--- config.mk ---
export PLATFORM = sky130hd
export DESIGN_NAME = nubus_master_engine
export DESIGN_NICKNAME = d
export VERILOG_FILES = /design/src/rtl/nubus_master_engine_pkg.sv /design/src/rtl/nubus_master_engine.sv
export SDC_FILE = /design/constraint.sdc
export NUM_CORES = 1
export LEC_CHECK = 0
export ABC_AREA = 0
export BUFFER_PORTS_ARGS = -buffer_cell sky130_fd_sc_hd__buf_4
export CAP_MARGIN = 20
export CORE_ASPECT_RATIO = 0.75
export CORE_UTILIZATION = 50
export DETAILED_ROUTE_END_ITERATION = 12
export PLACE_DENSITY = 0.83
export REMOVE_ABC_BUFFERS = 1
export SYNTH_ARGS = -nofsm -noshare
export SYNTH_HDL_FRONTEND = slang
export SYNTH_SLANG_ARGS = --single-unit
--- constraint.sdc ---
create_clock -name nub_clkn -period 2.3 [get_ports nub_clkn]
set_input_delay 0.345 -clock nub_clkn [delete_from_list [all_inputs] [get_ports nub_clkn]]
set_output_delay 0.345 -clock nub_clkn [all_outputs]
set_load 0.01 [all_outputs]
--- src/rtl/nubus_master_engine_pkg.sv ---
// Shared NuBus transfer-type and acknowledge encodings for the master engine.
// TM/AD codes are true polarity as {TM1, TM0, AD1, AD0}.
package nubus_master_engine_pkg;

   localparam logic [3:0] TMAD_WR_BYTE_0 = 4'b1100;
   localparam logic [3:0] TMAD_WR_BYTE_1 = 4'b1101;
   localparam logic [3:0] TMAD_WR_BYTE_2 = 4'b1110;
   localparam logic [3:0] TMAD_WR_BYTE_3 = 4'b1111;
   localparam logic [3:0] TMAD_WR_HALF_0 = 4'b1000;
   localparam logic [3:0] TMAD_WR_HALF_1 = 4'b1010;
   localparam logic [3:0] TMAD_WR_WORD   = 4'b1011;
   localparam logic [3:0] TMAD_RD_WORD   = 4'b0011;

   localparam logic [1:0] TMACK_COMPLETE = 2'b00;
   localparam logic [1:0] TMACK_ERROR    = 2'b01;
   localparam logic [1:0] TMACK_TIMEOUT  = 2'b10;
   localparam logic [1:0] TMACK_TRYAGAIN = 2'b11;

   typedef enum logic [2:0] {
      S_IDLE,
      S_ARB,
      S_START,
      S_DATA,
      S_DONE
   } state_t;

   // Returns {legal, tmad}; any strobe pattern that is not a byte, an
   // aligned half or a full word comes back with legal = 0.
   function automatic logic [4:0] wstrb_to_tmad(input logic [3:0] wstrb);
      case (wstrb)
         4'b0000: return {1'b1, TMAD_RD_WORD};
         4'b1111: return {1'b1, TMAD_WR_WORD};
         4'b0011: return {1'b1, TMAD_WR_HALF_0};
         4'b1100: return {1'b1, TMAD_WR_HALF_1};
         4'b0001: return {1'b1, TMAD_WR_BYTE_0};
         4'b0010: return {1'b1, TMAD_WR_BYTE_1};
         4'b0100: return {1'b1, TMAD_WR_BYTE_2};
         4'b1000: return {1'b1, TMAD_WR_BYTE_3};
         default: return 5'b0_0000;
      endcase
   endfunction

endpackage

--- src/rtl/nubus_master_engine.sv ---
// NuBus initiator: turns one CPU valid/ready request into a single bus transfer,
// with arbitration request, timeout, try-again retries and locked ownership.
module nubus_master_engine
   import nubus_master_engine_pkg::*;
#(
   parameter int TIMEOUT_CLOCKS = 255,
   parameter int RETRY_MAX      = 3
) (
   input  logic        nub_clkn,
   input  logic        nub_resetn,
   input  logic        cpu_valid,
   input  logic [31:0] cpu_addr,
   input  logic [31:0] cpu_wdata,
   input  logic [3:0]  cpu_wstrb,
   input  logic        cpu_lock,
   output logic        cpu_ready,
   output logic [31:0] cpu_rdata,
   output logic [1:0]  cpu_status,
   output logic        arb_rqst,
   input  logic        arb_grant,
   input  logic        nub_startn_i,
   input  logic        nub_ackn_i,
   input  logic [1:0]  nub_tm_i,
   input  logic [31:0] nub_ad_i,
   output logic        nub_startn_o,
   output logic [1:0]  nub_tm_o,
   output logic        nub_tm_oe,
   output logic [31:0] nub_ad_o,
   output logic        nub_ad_oe
);

   localparam int TW = $clog2(TIMEOUT_CLOCKS + 1);
   localparam int RW = (RETRY_MAX < 1) ? 1 : $clog2(RETRY_MAX + 1);

   state_t        state_q, state_n;
   logic [31:2]   addr_q;
   logic [31:0]   wdata_q;
   logic [3:0]    tmad_q;
   logic          lock_q;
   logic          owned_q;
   logic          drop_q;
   logic [RW-1:0] retry_q;
   logic [TW-1:0] tcnt_q;
   logic [31:0]   rdata_q;
   logic [1:0]    status_q;

   logic [4:0]    dec;
   logic          ack;
   logic          is_write;
   logic          timeout_hit;
   logic          retry_ok;
   logic          unused_addr;

   assign dec         = wstrb_to_tmad(cpu_wstrb);
   assign ack         = !nub_ackn_i;
   assign is_write    = tmad_q[3];
   assign timeout_hit = (tcnt_q == TW'(TIMEOUT_CLOCKS - 1));
   assign retry_ok    = (nub_tm_i == TMACK_TRYAGAIN) && (retry_q < RW'(RETRY_MAX));
   assign unused_addr = ^cpu_addr[1:0];

   assign cpu_rdata  = rdata_q;
   assign cpu_status = status_q;

   always_comb begin
      state_n      = state_q;
      cpu_ready    = 1'b0;
      arb_rqst     = 1'b0;
      nub_startn_o = 1'b1;
      nub_tm_o     = 2'b00;
      nub_tm_oe    = 1'b0;
      nub_ad_o     = 32'h0;
      nub_ad_oe    = 1'b0;
      case (state_q)
         S_IDLE: begin
            arb_rqst = owned_q;
            if (cpu_valid) begin
               if (!dec[4])      state_n = S_DONE;
               else if (owned_q) state_n = S_START;
               else              state_n = S_ARB;
            end
         end
         S_ARB: begin
            // drop_q gives the arbiter one cycle of released request after try-again
            arb_rqst = !drop_q;
            if (!drop_q && arb_grant && nub_startn_i && nub_ackn_i)
               state_n = S_START;
         end
         S_START: begin
            arb_rqst     = lock_q;
            nub_startn_o = 1'b0;
            nub_ad_o     = {addr_q, tmad_q[1:0]};
            nub_ad_oe    = 1'b1;
            nub_tm_o     = tmad_q[3:2];
            nub_tm_oe    = 1'b1;
            state_n      = S_DATA;
         end
         S_DATA: begin
            arb_rqst = lock_q;
            if (is_write) begin
               nub_ad_o  = wdata_q;
               nub_ad_oe = 1'b1;
            end
            if (ack)              state_n = retry_ok ? S_ARB : S_DONE;
            else if (timeout_hit) state_n = S_DONE;
         end
         S_DONE: begin
            cpu_ready = 1'b1;
            arb_rqst  = lock_q;
            state_n   = S_IDLE;
         end
         default: state_n = S_IDLE;
      endcase
   end

   always_ff @(posedge nub_clkn) begin
      if (!nub_resetn) begin
         state_q  <= S_IDLE;
         addr_q   <= '0;
         wdata_q  <= '0;
         tmad_q   <= '0;
         lock_q   <= 1'b0;
         owned_q  <= 1'b0;
         drop_q   <= 1'b0;
         retry_q  <= '0;
         tcnt_q   <= '0;
         rdata_q  <= '0;
         status_q <= TMACK_COMPLETE;
      end else begin
         state_q <= state_n;
         drop_q  <= 1'b0;
         case (state_q)
            S_IDLE: begin
               if (cpu_valid) begin
                  retry_q <= '0;
                  if (dec[4]) begin
                     addr_q  <= cpu_addr[31:2];
                     wdata_q <= cpu_wdata;
                     tmad_q  <= dec[3:0];
                     lock_q  <= cpu_lock;
                  end else begin
                     // an illegal request never touches the bus, so it can keep but not gain ownership
                     status_q <= TMACK_ERROR;
                     lock_q   <= cpu_lock & owned_q;
                  end
               end
            end
            S_START: tcnt_q <= '0;
            S_DATA: begin
               if (ack) begin
                  if (retry_ok) begin
                     retry_q <= retry_q + RW'(1);
                     drop_q  <= 1'b1;
                  end else begin
                     status_q <= nub_tm_i;
                     if (!is_write) rdata_q <= nub_ad_i;
                  end
               end else if (timeout_hit) begin
                  status_q <= TMACK_TIMEOUT;
                  lock_q   <= 1'b0;
               end else if (tcnt_q != TW'(TIMEOUT_CLOCKS)) begin
                  tcnt_q <= tcnt_q + TW'(1);
               end
            end
            S_DONE: owned_q <= lock_q;
            default: ;
         endcase
      end
   end

endmodule

==> results by group <==
Run status
  – Outcome: complete, no violations

STA
  – Crit path time final: 2.14 ns
  – Worst-margin pin slew: ~0.56 ns
  – Worst Hold Slack: between 0.15 and 0.2 ns
  – Count of final setup violators: 0
  – Worst slew margin: 62.5%
  – Max Freq: roughly 0.47 GHz
  – Slew Limit Fails: 0
  – Tcrit/Tclk final: 92.9%
  – Worst Skew: 0.00987 ns
  – RSZ-0062 raised after global routing: false
  – Final Hold Viols: 0

Synthesis
  – Synth unique cells: 50
  – Gate Count Post-Synth: 595
  – Post-synthesis sequential area ratio: between 40% and 50%
  – Synth Register Bits: 116
  – Synth warnings: 0
  – Mapped cell area: 0.00513 mm²
  – Syn avg cell area: 8.63 µm²

Place
  – Dpl cell area: 0.00665 mm²
  – Routability congestion estimate: 0.855
  – DP Wirelength: between 9000 and 10000 µm
  – Number of port buffers: 179
  – Placed cells: 867

Die
  – Placeable core area: 0.00981 mm²
  – Chip Width: 119 µm
  – Die Y-Extent: 89.8 µm
  – Rows: 31
  – # IOs: roughly 180
  – Die ar.: between 0.01 and 0.015 mm²
  – Initial Util: between 50% and 60%

Cells and area
  – Final Non-Filler Cells: 897
  – Register area: 0.00233 mm²
  – Layout area overhead: 40.5%
  – Antenna cells: 0
  – Final Cell Area: about 0.0072 mm²
  – Fillers: 740
  – Layout cells sized above 1: 31.2%
  – Final Core Density: 73.5%
  – Most frequent cells in the layout: buf_4 (187), dfxtp_1 (114), a21oi_1 (75)
  – Commonest non-fill, non-tap cell in the layout: buf_4
  – Nets: 869
  – Area of the multi-input gates: 0.00258 mm²

Clocking
  – Number of H-tree levels: 4
  – CTS Buffer Depth: 2
  – Clk slew on worst S/H paths: 0.05 ns
  – CTS tree: done
  – Num CTS Buffers: 17
  – Sink Count: 116
  – Root Buffer: clkbuf_16
  – Setup bufs post-CTS: 0
  – Clock Latency Late Sink: 0.41 ns

Global routing
  – Vias in the first global route: 5074
  – Largest net degree at the start of global routing: 105
  – Gr ovfl total: 0
  – GR Util All Layers: 28.0%
  – Initial antenna violation count: 0
  – First-pass GRT wire length: 24200 µm

Route
  – Initial DRT Pass Iterations: 5
  – Vias per inst: 5.75
  – Drt drc: 0
  – Final ANT Viol Nets: 0
  – Total Wirelength: 14400 µm
  – DRT iter0 DRCs: 512
  – Drt wl/cell: 16.1 µm
  – Via Count: 5162

Critical path
  – Worst Setup Start Kind: flip-flop
  – Worst path cell trace: nand2b_1 -> nor2_2 -> buf_12 -> a22o_1 -> buf_4
  – CP max stage cell: dfxtp_1
  – Critical-path maximum fanout: 34
  – Crit path DAT: 1.79 ns
  – CP peak stage delay: 0.37 ns
  – R2r setup slk: 0.33 ns
  – CP Data Required Time: just under 2 ns
  – FF-to-FF End: wdata_q[17]
  – CP Capture Type: primary output
  – RR Startpoint: state_q[2]
  – Reg2Reg Depth: 4
  – Crit Path Class: flip-flop to primary output

Min path
  – HP Start: nub_ad_i[18]
  – Hold depth: 3
  – WHS Endpoint: cpu_rdata[18]
  – Min-delay worst type: input port to flip-flop

Power
  – Peak VDD IR: 0.623 mV
  – Power Dens Cells: 873 mW/mm²
  – Leakage power: 2.92 nW

Job
  – Max-Cap Viols: 0
## layer usage
| layer | vias to the layer above | track usage (%) | share of wire, % |
|---|---|---|---|
| met5 | - | 0 | 0 |
| met4 | 0 | 13.5 | 2.9 |
| met3 | 37 | 8.25 | 7.5 |
| met2 | 207 | 45.8 | 49 |
| met1 | 2424 | 33.5 | 41 |
| li1 | 2494 | - | - |
## where the power goes
group	switching [mW]	internal [mW]	total, mW
registers	0.165	2.22	2.38
logic	0.904	0.621	1.52
clock network	0.877	1.52	2.39
total	1.95	4.35	6.30
## cell usage after synthesis, drive strengths merged
cell / n / area (µm²)
a2111o: 3 / 33.8
a211oi: 4 / 30.0
a21boi: 1 / 7.51
a21oi: 75 / 375
a22o: 32 / 280
a22oi: 1 / 7.51
a311o: 2 / 20.0
a311oi: 3 / 26.3
a31o: 1 / 8.76
a31oi: 7 / 43.8
and2: 2 / 12.5
and3: 2 / 12.5
and4: 1 / 8.76
and4b: 1 / 10.0
buf: 20 / 108
clkbuf: 35 / 131
dfxtp: 116 / 2320
ha: 6 / 75.1
inv: 9 / 33.8
mux2: 1 / 11.3
mux2i: 33 / 330
nand2: 16 / 60.1
nand2b: 4 / 25.0
nand3: 66 / 330
nand3b: 3 / 26.3
nand4: 3 / 18.8
nand4b: 2 / 17.5
nor2: 46 / 173
nor2b: 2 / 12.5
nor3: 4 / 20.0
nor3b: 1 / 7.51
nor4: 2 / 12.5
nor4b: 2 / 38.8
o2111a: 1 / 11.3
o2111ai: 2 / 17.5
o211a: 1 / 10.0
o21ai: 72 / 360
o221ai: 1 / 8.76
o31ai: 4 / 35.0
or2: 1 / 6.26
or3: 3 / 18.8
or4: 1 / 7.51
or4b: 1 / 10.0
xnor2: 2 / 17.5
## timing repair
action,in CTS,in global routing
endpoints found under the setup margin,33,28
hold buffers,0,0
hold endpoints to repair,0,0
resized for setup,3,2
## layout make-up
class                           count  share of cell area [%]
Sequential cell                   116                    32.3
Timing Repair Buffer              195                    21.7
Multi-Input combinational cell    415                    35.8
Clock inverter                     10                    1.18
Inverter                            9                   0.468
Tap cell                          132                    2.29
Clock buffer                       20                    6.33
## worst max-delay path by stage
stage	start	end	slack [ns]	cells after the start
floorplan	cpu_wstrb[0]	state_q[0]	-1.99	6
global placement	state_q[1]	nub_ad_o[10]	0.26	5
detailed placement	state_q[1]	nub_ad_o[9]	0.21	5
CTS	state_q[1]	nub_ad_o[10]	0.03	5
global route	state_q[2]	nub_ad_o[10]	0.06	5
finish	state_q[2]	nub_ad_o[10]	0.16	5
## cells by family (layout without fill, tap and decap cells)
family	count (synthesis)	in the layout	synth area share, %
AO/OA/AOI/OAI	210	210	24.9
XOR/XNOR	2	2	0.341
adder cells (fa/ha/maj)	6	6	1.46
buffers and inverters	64	234	5.31
flip-flops	116	116	45.2
multiplexers	34	34	6.65
AND/OR/NAND/NOR	163	163	16.1
## critical path, delay by kind of cell, from the launching register on
family | cells | cell delay, ns
buffers and inverters | 2 | 0.37
DFF | 1 | 0.37
and+or+nand+nor | 2 | 0.45
AOI/OAI and AO/OA | 1 | 0.20
## flip-flops by register name (all words and copies together), names as in the netlist, 2 cells and up
register    count
cpu_status      2
addr_q         30
state_q         3
cpu_rdata      32
tcnt_q          8
wdata_q        32
tmad_q          4
retry_q         2
## metrics by stage
step	total power, mW	TNS, ns	worst slack, ns
5_1_grt	6.60	0	0.0602
3_3_place_gp	3.84	0	0.262
3_5_place_dp	3.90	0	0.209
4_1_cts	6.30	0	0.0306
6_report	6.30	0	0.164
2_1_floorplan	3.19	-154.11	-1.99
(Power assumes the default switching activity.)
